File: src/rtl/batcharger_ctrl_gen2_pkg.sv
// Shared state encodings and output decode for the gen2 Li-ion charger controller.
package batcharger_ctrl_gen2_pkg;

  localparam logic [2:0] ST_IDLE   = 3'd0;
  localparam logic [2:0] ST_TC     = 3'd1;
  localparam logic [2:0] ST_CC     = 3'd2;
  localparam logic [2:0] ST_CV     = 3'd3;
  localparam logic [2:0] ST_DONE   = 3'd4;
  localparam logic [2:0] ST_TPAUSE = 3'd5;
  localparam logic [2:0] ST_FAULT  = 3'd6;

  typedef struct packed {
    logic tc;
    logic cc;
    logic cv;
    logic imonen;
    logic vmonen;
    logic tmonen;
    logic done;
    logic fault;
  } out_t;

  function automatic out_t decode_state(input logic [2:0] st);
    out_t o;
    o = '0;
    case (st)
      ST_IDLE:   o = '0;
      ST_TC:     begin o.tc = 1'b1; o.vmonen = 1'b1; o.tmonen = 1'b1; end
      ST_CC:     begin o.cc = 1'b1; o.vmonen = 1'b1; o.tmonen = 1'b1; end
      ST_CV:     begin o.cv = 1'b1; o.imonen = 1'b1; o.vmonen = 1'b1; o.tmonen = 1'b1; end
      ST_DONE:   begin o.done = 1'b1; o.vmonen = 1'b1; o.tmonen = 1'b1; end
      ST_TPAUSE: begin o.vmonen = 1'b1; o.tmonen = 1'b1; end
      ST_FAULT:  o.fault = 1'b1;
      default:   o = '0;
    endcase
    return o;
  endfunction

endpackage

File: src/rtl/batcharger_ctrl_gen2_timer.sv
// Charge-time supervisor: TICK_DIV prescaler feeding a saturating tick counter.
module batcharger_ctrl_gen2_timer #(
  parameter int TW       = 8,
  parameter int TICK_DIV = 255
) (
  input  logic          i_clk,
  input  logic          i_rst,
  input  logic          i_run,
  input  logic          i_clear,
  input  logic [TW-1:0] i_tmax,
  output logic          o_expired
);

  localparam int PW = (TICK_DIV > 1) ? $clog2(TICK_DIV) : 1;
  localparam logic [PW-1:0] PRE_LAST = PW'(TICK_DIV - 1);

  logic [PW-1:0] r_pre;
  logic [TW-1:0] r_ticks;

  // Holding both counters when neither run nor clear is what freezes time during a pause
  always_ff @(posedge i_clk) begin
    if (i_rst || i_clear) begin
      r_pre   <= {PW{1'b0}};
      r_ticks <= {TW{1'b0}};
    end else if (i_run) begin
      if (r_pre == PRE_LAST) begin
        r_pre <= {PW{1'b0}};
        if (r_ticks != {TW{1'b1}}) begin
          r_ticks <= r_ticks + TW'(1);
        end
      end else begin
        r_pre <= r_pre + PW'(1);
      end
    end
  end

  assign o_expired = (i_tmax != {TW{1'b0}}) && (r_ticks == i_tmax);

endmodule

File: src/rtl/batcharger_ctrl_gen2.sv
// Gen2 charger controller: TC/CC/CV sequencing, temperature pause, timeout fault, auto-recharge.
module batcharger_ctrl_gen2
  import batcharger_ctrl_gen2_pkg::*;
#(
  parameter int W        = 8,
  parameter int TW       = 8,
  parameter int TICK_DIV = 255,
  parameter int THYST    = 2,
  parameter int VRECH    = 4
) (
  input  logic          i_clk,
  input  logic          i_rst,
  input  logic          i_en,
  input  logic          i_vtok,
  input  logic [W-1:0]  i_vbat,
  input  logic [W-1:0]  i_ibat,
  input  logic [W-1:0]  i_tbat,
  input  logic [W-1:0]  i_vcutoff,
  input  logic [W-1:0]  i_vpreset,
  input  logic [W-1:0]  i_tempmin,
  input  logic [W-1:0]  i_tempmax,
  input  logic [TW-1:0] i_tmax,
  input  logic [W-1:0]  i_iend,
  output logic          o_tc,
  output logic          o_cc,
  output logic          o_cv,
  output logic          o_imonen,
  output logic          o_vmonen,
  output logic          o_tmonen,
  output logic          o_done,
  output logic          o_fault,
  output logic [2:0]    o_state,
  inout  wire           io_dvdd,
  inout  wire           io_dgnd
);

  logic [2:0] r_state;
  logic [2:0] w_state_next;
  logic [2:0] w_eval;
  out_t       r_out;
  logic       w_run, w_clear, w_expired;
  logic       w_temp_out, w_temp_ok, w_recharge;
  logic [W:0] w_tlo, w_thi, w_vrech;
  wire        w_unused_supply = io_dvdd ^ io_dgnd;

  // Hysteresis and recharge thresholds, widened one bit and floored at zero
  always_comb begin
    w_tlo   = {1'b0, i_tempmin} + (W+1)'(THYST);
    w_thi   = {(W+1){1'b0}};
    w_vrech = {(W+1){1'b0}};
    if ({1'b0, i_tempmax} >= (W+1)'(THYST)) begin
      w_thi = {1'b0, i_tempmax} - (W+1)'(THYST);
    end else begin
      w_thi = {(W+1){1'b0}};
    end
    if ({1'b0, i_vpreset} >= (W+1)'(VRECH)) begin
      w_vrech = {1'b0, i_vpreset} - (W+1)'(VRECH);
    end else begin
      w_vrech = {(W+1){1'b0}};
    end
  end

  assign w_temp_out = (i_tbat < i_tempmin) || (i_tbat > i_tempmax);
  assign w_temp_ok  = ({1'b0, i_tbat} >= w_tlo) && ({1'b0, i_tbat} <= w_thi);
  assign w_recharge = ({1'b0, i_vbat} < w_vrech);

  // Entry decision shared by IDLE start, pause resume and recharge
  always_comb begin
    w_eval = ST_CC;
    if (w_temp_out) begin
      w_eval = ST_TPAUSE;
    end else if (i_vbat >= i_vpreset) begin
      w_eval = ST_DONE;
    end else if (i_vbat < i_vcutoff) begin
      w_eval = ST_TC;
    end else begin
      w_eval = ST_CC;
    end
  end

  // Timer runs only while charging; TPAUSE is neither run nor clear so the count holds
  always_comb begin
    w_run   = 1'b0;
    w_clear = 1'b0;
    case (r_state)
      ST_TC, ST_CC, ST_CV: w_run   = 1'b1;
      ST_TPAUSE:           w_run   = 1'b0;
      default:             w_clear = 1'b1;
    endcase
  end

  batcharger_ctrl_gen2_timer #(
    .TW       (TW),
    .TICK_DIV (TICK_DIV)
  ) u_timer (
    .i_clk     (i_clk),
    .i_rst     (i_rst),
    .i_run     (w_run),
    .i_clear   (w_clear),
    .i_tmax    (i_tmax),
    .o_expired (w_expired)
  );

  // Next state; loss of vtok alone must not release a latched fault
  always_comb begin
    w_state_next = r_state;
    if (!i_en) begin
      w_state_next = ST_IDLE;
    end else if (!i_vtok) begin
      w_state_next = (r_state == ST_FAULT) ? ST_FAULT : ST_IDLE;
    end else begin
      case (r_state)
        ST_IDLE:   w_state_next = w_eval;
        ST_TC, ST_CC, ST_CV: begin
          if (w_temp_out) begin
            w_state_next = ST_TPAUSE;
          end else if (w_expired) begin
            w_state_next = (r_state == ST_CV) ? ST_DONE : ST_FAULT;
          end else if ((r_state == ST_TC) && (i_vbat >= i_vcutoff)) begin
            w_state_next = ST_CC;
          end else if ((r_state == ST_CC) && (i_vbat >= i_vpreset)) begin
            w_state_next = ST_CV;
          end else if ((r_state == ST_CV) && (i_ibat < i_iend)) begin
            w_state_next = ST_DONE;
          end else begin
            w_state_next = r_state;
          end
        end
        ST_TPAUSE: w_state_next = w_temp_ok ? w_eval : ST_TPAUSE;
        ST_DONE:   w_state_next = w_recharge ? w_eval : ST_DONE;
        ST_FAULT:  w_state_next = ST_FAULT;
        default:   w_state_next = ST_IDLE;
      endcase
    end
  end

  // Outputs are registered from the next-state decode so they move on the same edge as the state
  always_ff @(posedge i_clk) begin
    if (i_rst) begin
      r_state <= ST_IDLE;
      r_out   <= '0;
    end else begin
      r_state <= w_state_next;
      r_out   <= decode_state(w_state_next);
    end
  end

  assign o_tc     = r_out.tc;
  assign o_cc     = r_out.cc;
  assign o_cv     = r_out.cv;
  assign o_imonen = r_out.imonen;
  assign o_vmonen = r_out.vmonen;
  assign o_tmonen = r_out.tmonen;
  assign o_done   = r_out.done;
  assign o_fault  = r_out.fault;
  assign o_state  = r_state;

endmodule
File: config.mk
export PLATFORM = sky130hd
export DESIGN_NAME = batcharger_ctrl_gen2
export DESIGN_NICKNAME = d
export VERILOG_FILES = /design/src/rtl/batcharger_ctrl_gen2_pkg.sv /design/src/rtl/batcharger_ctrl_gen2_timer.sv /design/src/rtl/batcharger_ctrl_gen2.sv
export SDC_FILE = /design/constraint.sdc
export NUM_CORES = 1
export LEC_CHECK = 0
export CORE_MARGIN = 8
export CORE_UTILIZATION = 40
export DETAILED_ROUTE_END_ITERATION = 7
export MAX_ROUTING_LAYER = met4
export PLACE_DENSITY = 0.68
export REMOVE_ABC_BUFFERS = 1
export SYNTH_ARGS = -nofsm -noshare
export SYNTH_HDL_FRONTEND = slang
export SYNTH_SLANG_ARGS = --single-unit
File: constraint.sdc
create_clock -name i_clk -period 4.2 [get_ports i_clk]
set_input_delay 0.84 -clock i_clk [delete_from_list [all_inputs] [get_ports i_clk]]
set_output_delay 0.84 -clock i_clk [all_outputs]
set_load 0.02 [all_outputs]
Word level (Yosys, flattened, before mapping) --
Index checks and enable logic that the tools add are counted. W data, S select, Z words.
Word-level totals: bits in registers 27, bits of input ports 76
Cells by class: reductions and logical operators 13, equality and inequality tests 15, add/sub/neg operators 5, order comparisons 11, multiplexer cells 26
Operator list (number):
- $mux W3 | 12
- $lt A8 B8 Y1 | 3
- $eq A3 B3 Y1 const B | 6
- $mux W9 | 2
- $add A8 B1 Y8 const B | 2
- $ge A8 B8 Y1 | 2
- $pmux W3 S5 | 1
- $eq A3 B2 Y1 const B | 4
- $add A8 B2 Y9 const B | 1
- $ge A8 B9 Y1 | 1
- $le A8 B9 Y1 | 1
- $lt A8 B9 Y1 | 1
- $sub A8 B2 Y9 const B | 1
- $sub A8 B3 Y9 const B | 1
- $eq A8 B8 Y1 | 1
- $eq A8 B8 Y1 const B | 1
- $ge A8 B2 Y1 const B | 1
- $ge A8 B3 Y1 const B | 1
- $gt A8 B8 Y1 | 1
- $mux W2 | 4
- $mux W8 | 1
- $ne A8 B8 Y1 const B | 1
- $reduce_bool A8 Y1 | 1
- $eq A3 B1 Y1 const B | 2
- other kinds (8) | 18

Longest topological paths before layout --
depth after elaboration 13, gate-level depth with buffers 16

By module --
A second synthesis with hierarchy kept.
Second synthesis, totals: cells, all modules 433, area, all modules 3415.8 um2
By module, submodules not included:
- batcharger_ctrl_gen2 | instances 1, area each 2539.9 um2, cells an instance 331
- batcharger_ctrl_gen2_timer | instances 1, area each 875.8 um2, cells an instance 102

Worst setup path before layout --
No wires, ideal clock.
kind input port to flip-flop, from input i_tempmax[1], to register r_out (netlist bit o_vmonen), setup slack 0.408 ns, cell stages on the path 14, library setup time 0.117 ns, arrival 3.675 ns, buffers on the path 0, cells stage by stage inv_1 > or3_2 > o21ai_0 > nand2_1 > ha_1 > a21o_2 > a211oi_1 > nor3_1 > a211oi_2 > o22ai_1 > a221o_1 > nand2b_2 > inv_2 > a32o_1
On the way: cells in the longest elaborated chain, start to end 11
Ends and longest elaborated chain:
- start: declaration | RTL line batcharger_ctrl_gen2.sv:21 | input logic [W-1:0] i_tempmax,
- $sub A8 B2 Y9 / $ge A8 B2 Y1 (equally long branches) | RTL line batcharger_ctrl_gen2.sv:52, batcharger_ctrl_gen2.sv:51
- $mux W9 | RTL line batcharger_ctrl_gen2.sv:51 | if ({1'b0, i_tempmax} >= (W+1)'(THYST)) begin
- $le A8 B9 Y1 | RTL line batcharger_ctrl_gen2.sv:64 | assign w_temp_ok = ({1'b0, i_tbat} >= w_tlo) && ({1'b0, i_tbat} <= w_thi);
- $logic_and A1 B1 Y1 | RTL line batcharger_ctrl_gen2.sv:64
- $mux W3 | RTL line batcharger_ctrl_gen2.sv:129 | ST_TPAUSE: w_state_next = w_temp_ok ? w_eval : ST_TPAUSE;
- $pmux W3 S5 * | RTL line batcharger_ctrl_gen2.sv:112 | case (r_state)
- $mux W3 * | RTL line batcharger_ctrl_gen2.sv:109 | end else if (!i_vtok) begin
- $mux W3 * | RTL line batcharger_ctrl_gen2.sv:107 | if (!i_en) begin
- $eq A3 B1 Y1, or another cell as far along | RTL line batcharger_ctrl_gen2_pkg.sv:26 | case (st)
- $reduce_or A5 Y1 (no line) *
- $mux W2 * | RTL line batcharger_ctrl_gen2_pkg.sv:26
- end signal: assignment | RTL line batcharger_ctrl_gen2.sv:144 | r_out <= decode_state(w_state_next);
- end: declaration | RTL line batcharger_ctrl_gen2.sv:40 | out_t r_out;
Every way passes the cells marked *; elsewhere a longest branch is shown, timed or not. A chain may end at the register's enable or synchronous reset.

Worst setup path in the final report --
from input i_tempmax[3], to register r_out (netlist bit o_vmonen)
The elaborated chain is that of the path after synthesis.

==> results.yml <==
job:
  drv_cap: 0
route:
  vias: 3320
  drcViolationCount: 0
  firstDrtPassIters: 4
  ant_nets: 0
  totalWireLength_um: 9080
  drtIter0Drc: 108
  wl_per_cell_um: 14.5
  viasPerCell: 5.31
power:
  peakVddDrop_uv: 127
  cellLeakagePower_nw: 2.01
  pwr-share-seq: 0.335
  swShare: 0.330
  p_per_area_nw_per_um2: 163
  clock_power_share: 0.199
  p_int_mw: 0.492
  switchingPower_mw: 0.242
  power_mw: 0.734
  p_comb_frac: 0.466
synth:
  synth_xor_area_frac: 0.0834
  synth_area_um2: 3260
  synth-simple-area-share: 0.250
  synthFlopType: "dfxtp_1"
  synth.avg_cell_area_um2: 8.02
  synth-adder-area-share: 0.261
  synth_compound_area_frac: 0.180
  synthMuxAreaShare: 0.00307
  synth_edf_count: 0
  yosys_register_bits: 25
  netlist_instances: 406
  yosysUniqueCellTypes: 59
  synth_top_family_by_area: "adder cells"
  synth_async_sr_flop_share: 0
  yosysSeqAreaShare: 0.154
  yosys_warnings: 0
cts:
  clkSinkCount: 25
  cts_tree: "yes"
  clk_pin_slew_ns: 0.10
  htreeDepth: 1
  numCtsBuffers: 3
  ctsRootBufferMaster: "clkbuf_8"
  max-clock-path-buffers: 2
  clk_latency_ns: 0.27
sta:
  untimed_endpoints: 2
  period_needed_ns: 4.07
  worstMarginPinSlew_ns: 0.640
  setup-violations-final: 0
  skew_ns: 0.00955
  tns_ns: 0
  setup_ws_ns: 0.127
  slew_violations: 0
  finalCritPeriodShare: 0.970
  fmax_mhz: 246
  final_hold_viol_count: 0
  relSlewSlack: 0.573
die:
  design.core.area_um2: 8050
  start_util: 0.404
  rows: 33
  die_area_um2: 11300
  io_pins: 89
  die_y_um: 106
  die_w_um: 106
global_route:
  first_global_vias: 3398
  grt_antenna_before_repair: 0
  grt_pass1_wl_um: 15200
  grt_max_degree: 16
  track_usage: 0.162
  grt_overflow: 0
place:
  place.gp.congestion: 0.883
  pre_cts_slack_ns: -0.322
  portBuffers: 86
  dp_hpwl_um: 7770
setup_path:
  endpoint_kind: "flop"
  worstPathArrival_ns: 4.24
  crit_fanout: 3
  cp-start-kind: "input pin"
  required_ns: 4.37
  ff2ff_path_depth: 8
  critPathKind: "in -> reg"
status:
  status: "finished clean"
worst_hold_path:
  min_path_cells: 2
  hp-class: "reg -> reg"
cells_and_area:
  fillCellCount: 803
  syn2layout_area_growth_pct: 38.3
  nets: 667
  antenna_cells: 0
  layout-drive-gt1-share: 0.113
-- layout by cell type, fill, tap and decap left out, types with 3 or more instances in the layout --
| cell type | netlist | routed |
|---|---|---|
| inv_1 | 44 | 44 |
| a21oi_1 | 14 | 13 |
| xor2_1 | 15 | 15 |
| nand2_1 | 24 | 24 |
| and4_1 | 4 | 4 |
| o211ai_1 | 6 | 6 |
| nor3_1 | 6 | 6 |
| clkbuf_8 | 2 | 3 |
| buf_4 | 3 | 30 |
| dfxtp_1 | 25 | 25 |
| ha_1 | 68 | 68 |
| a211o_1 | 4 | 4 |
| nor4_1 | 7 | 6 |
| nor2_1 | 36 | 36 |
| a221oi_1 | 3 | 3 |
| a21o_1 | 4 | 4 |
| nand2b_1 | 11 | 11 |
| a211oi_1 | 7 | 6 |
| clkdlybuf4s50_1 | 0 | 84 |
| o21ai_0 | 16 | 16 |
| a31o_2 | 3 | 3 |
| a31oi_1 | 4 | 4 |
| o2111ai_1 | 3 | 3 |
| nand3_1 | 10 | 9 |
| xnor2_1 | 16 | 16 |
| nand4_1 | 13 | 13 |
| and3_1 | 7 | 7 |
| nor2b_1 | 5 | 5 |
-- metal layers --
| layer | share of wire | GRT usage |
|---|---|---|
| met4 | 0.014 | 0.0392 |
| met5 | 0 | - |
| met2 | 0.50 | 0.296 |
| met3 | 0.036 | 0.0163 |
| met1 | 0.45 | 0.184 |
-- flip-flops by register name (all words and copies together) (netlist names) --
| name | cells |
|---|---|
| o_tc | 1 |
| o_cc | 1 |
| o_state | 3 |
| u_timer.r_ticks | 8 |
| o_vmonen | 1 |
| o_cv | 1 |
| u_timer.r_pre | 8 |
| o_done | 1 |
| o_fault | 1 |
-- power by group through the flow --
stage | Clock [mW] | Combinational [mW] | Sequential [mW]
after CTS | 0.148 | 0.339 | 0.246
after floorplan | 0 | 0.166 | 0.256
after detailed placement | 0 | 0.337 | 0.252
final | 0.146 | 0.342 | 0.246
after global routing | 0.161 | 0.383 | 0.247
after global placement | 0 | 0.324 | 0.252
-- cell type report --
| class | instances | area, um^2 | share of cell area |
|---|---|---|---|
| Tap cell | 105 | 131 | 0.0292 |
| Clock buffer | 3 | 41.3 | 0.00917 |
| Clock inverter | 1 | 7.51 | 0.00167 |
| Inverter | 45 | 169 | 0.0375 |
| Multi-Input combinational cell | 330 | 2560 | 0.569 |
| Sequential cell | 25 | 500 | 0.111 |
| Timing Repair Buffer | 116 | 1090 | 0.242 |
-- cell usage after synthesis (3+ instances only) --
library cell | count | area [um^2]
o2111ai_1 | 3 | 26.3
a31oi_1 | 4 | 25.0
o211ai_1 | 6 | 45.0
and2_1 | 3 | 18.8
xor2_1 | 15 | 131
o21ai_0 | 16 | 80.1
a21oi_1 | 14 | 70.1
a31o_2 | 3 | 26.3
dfxtp_1 | 25 | 500
nand2_1 | 24 | 90.1
nor2b_1 | 5 | 31.3
nor2_1 | 36 | 135
a211o_1 | 4 | 35.0
a221oi_1 | 3 | 26.3
and3_1 | 7 | 43.8
a21o_1 | 4 | 30.0
a211oi_1 | 7 | 52.6
nand4_1 | 13 | 81.3
inv_1 | 44 | 165
xnor2_1 | 16 | 140
nand3_1 | 10 | 50.1
ha_1 | 68 | 851
nand2b_1 | 11 | 68.8
nor3_1 | 6 | 30.0
and4_1 | 4 | 35.0
buf_4 | 3 | 22.5
nor4_1 | 7 | 43.8
-- final timing paths --
kind / from / endpoint / slack [ns]
hold / removal: u_timer.r_pre[7]$_SDFFE_PP0P_ / u_timer.r_pre[7]$_SDFFE_PP0P_ / 0.49
setup / recovery: i_tempmax[3] / o_vmonen$_SDFF_PP0_ / 0.13
setup reg to reg: o_state[0]$_SDFF_PP0_ / u_timer.r_ticks[7]$_SDFFE_PP0P_ / 1.62
hold reg to reg: u_timer.r_pre[7]$_SDFFE_PP0P_ / u_timer.r_pre[7]$_SDFFE_PP0P_ / 0.49
-- critical path, stage by stage --
cell             delay, ns
clkdlybuf4s50_1       0.44
or4_4                 0.49
nor2_1                0.13
xnor2_1               0.14
nand2_1               0.10
ha_1                  0.31
a21o_2                0.24
a211oi_2              0.23
nor3_1                0.09
a211oi_2              0.32
o22ai_1               0.14
a221o_1               0.42
nand2b_2              0.10
inv_2                 0.04
a32o_1                0.23
-- stage by stage --
| stage | hold slack [ns] | instance area, um^2 | instances | utilization |
|---|---|---|---|---|
| after global routing | 0.520 | 4500 | 625 | 0.559 |
| after floorplan | 0.458 | 3200 | 400 | - |
| after global placement | 0.469 | 4410 | 620 | 0.548 |
| after CTS | 0.492 | 4460 | 624 | 0.554 |
| after detailed placement | 0.479 | 4410 | 620 | 0.548 |
| final | 0.491 | 4500 | 625 | 0.559 |
-- kinds of logic (layout without fill, tap and decap cells) --
logic type | count (synthesis) | after routing
flip-flops | 25 | 25
buffers and inverters | 51 | 165
XOR/XNOR | 31 | 31
AO/OA/AOI/OAI | 83 | 83
multiplexers | 1 | 1
AND/OR/NAND/NOR | 147 | 147
adder cells (fa/ha/maj) | 68 | 68
-- timing repair --
| action | in CTS | in global routing |
|---|---|---|
| pin swaps | 2 | 4 |
| gates resized for setup | 1 | 8 |
| setup buffers | 0 | 1 |
| cloned | 0 | 0 |
| setup endpoints to repair | 3 | 8 |
| hold buffers | 0 | 0 |
(Power assumes the default switching activity.)
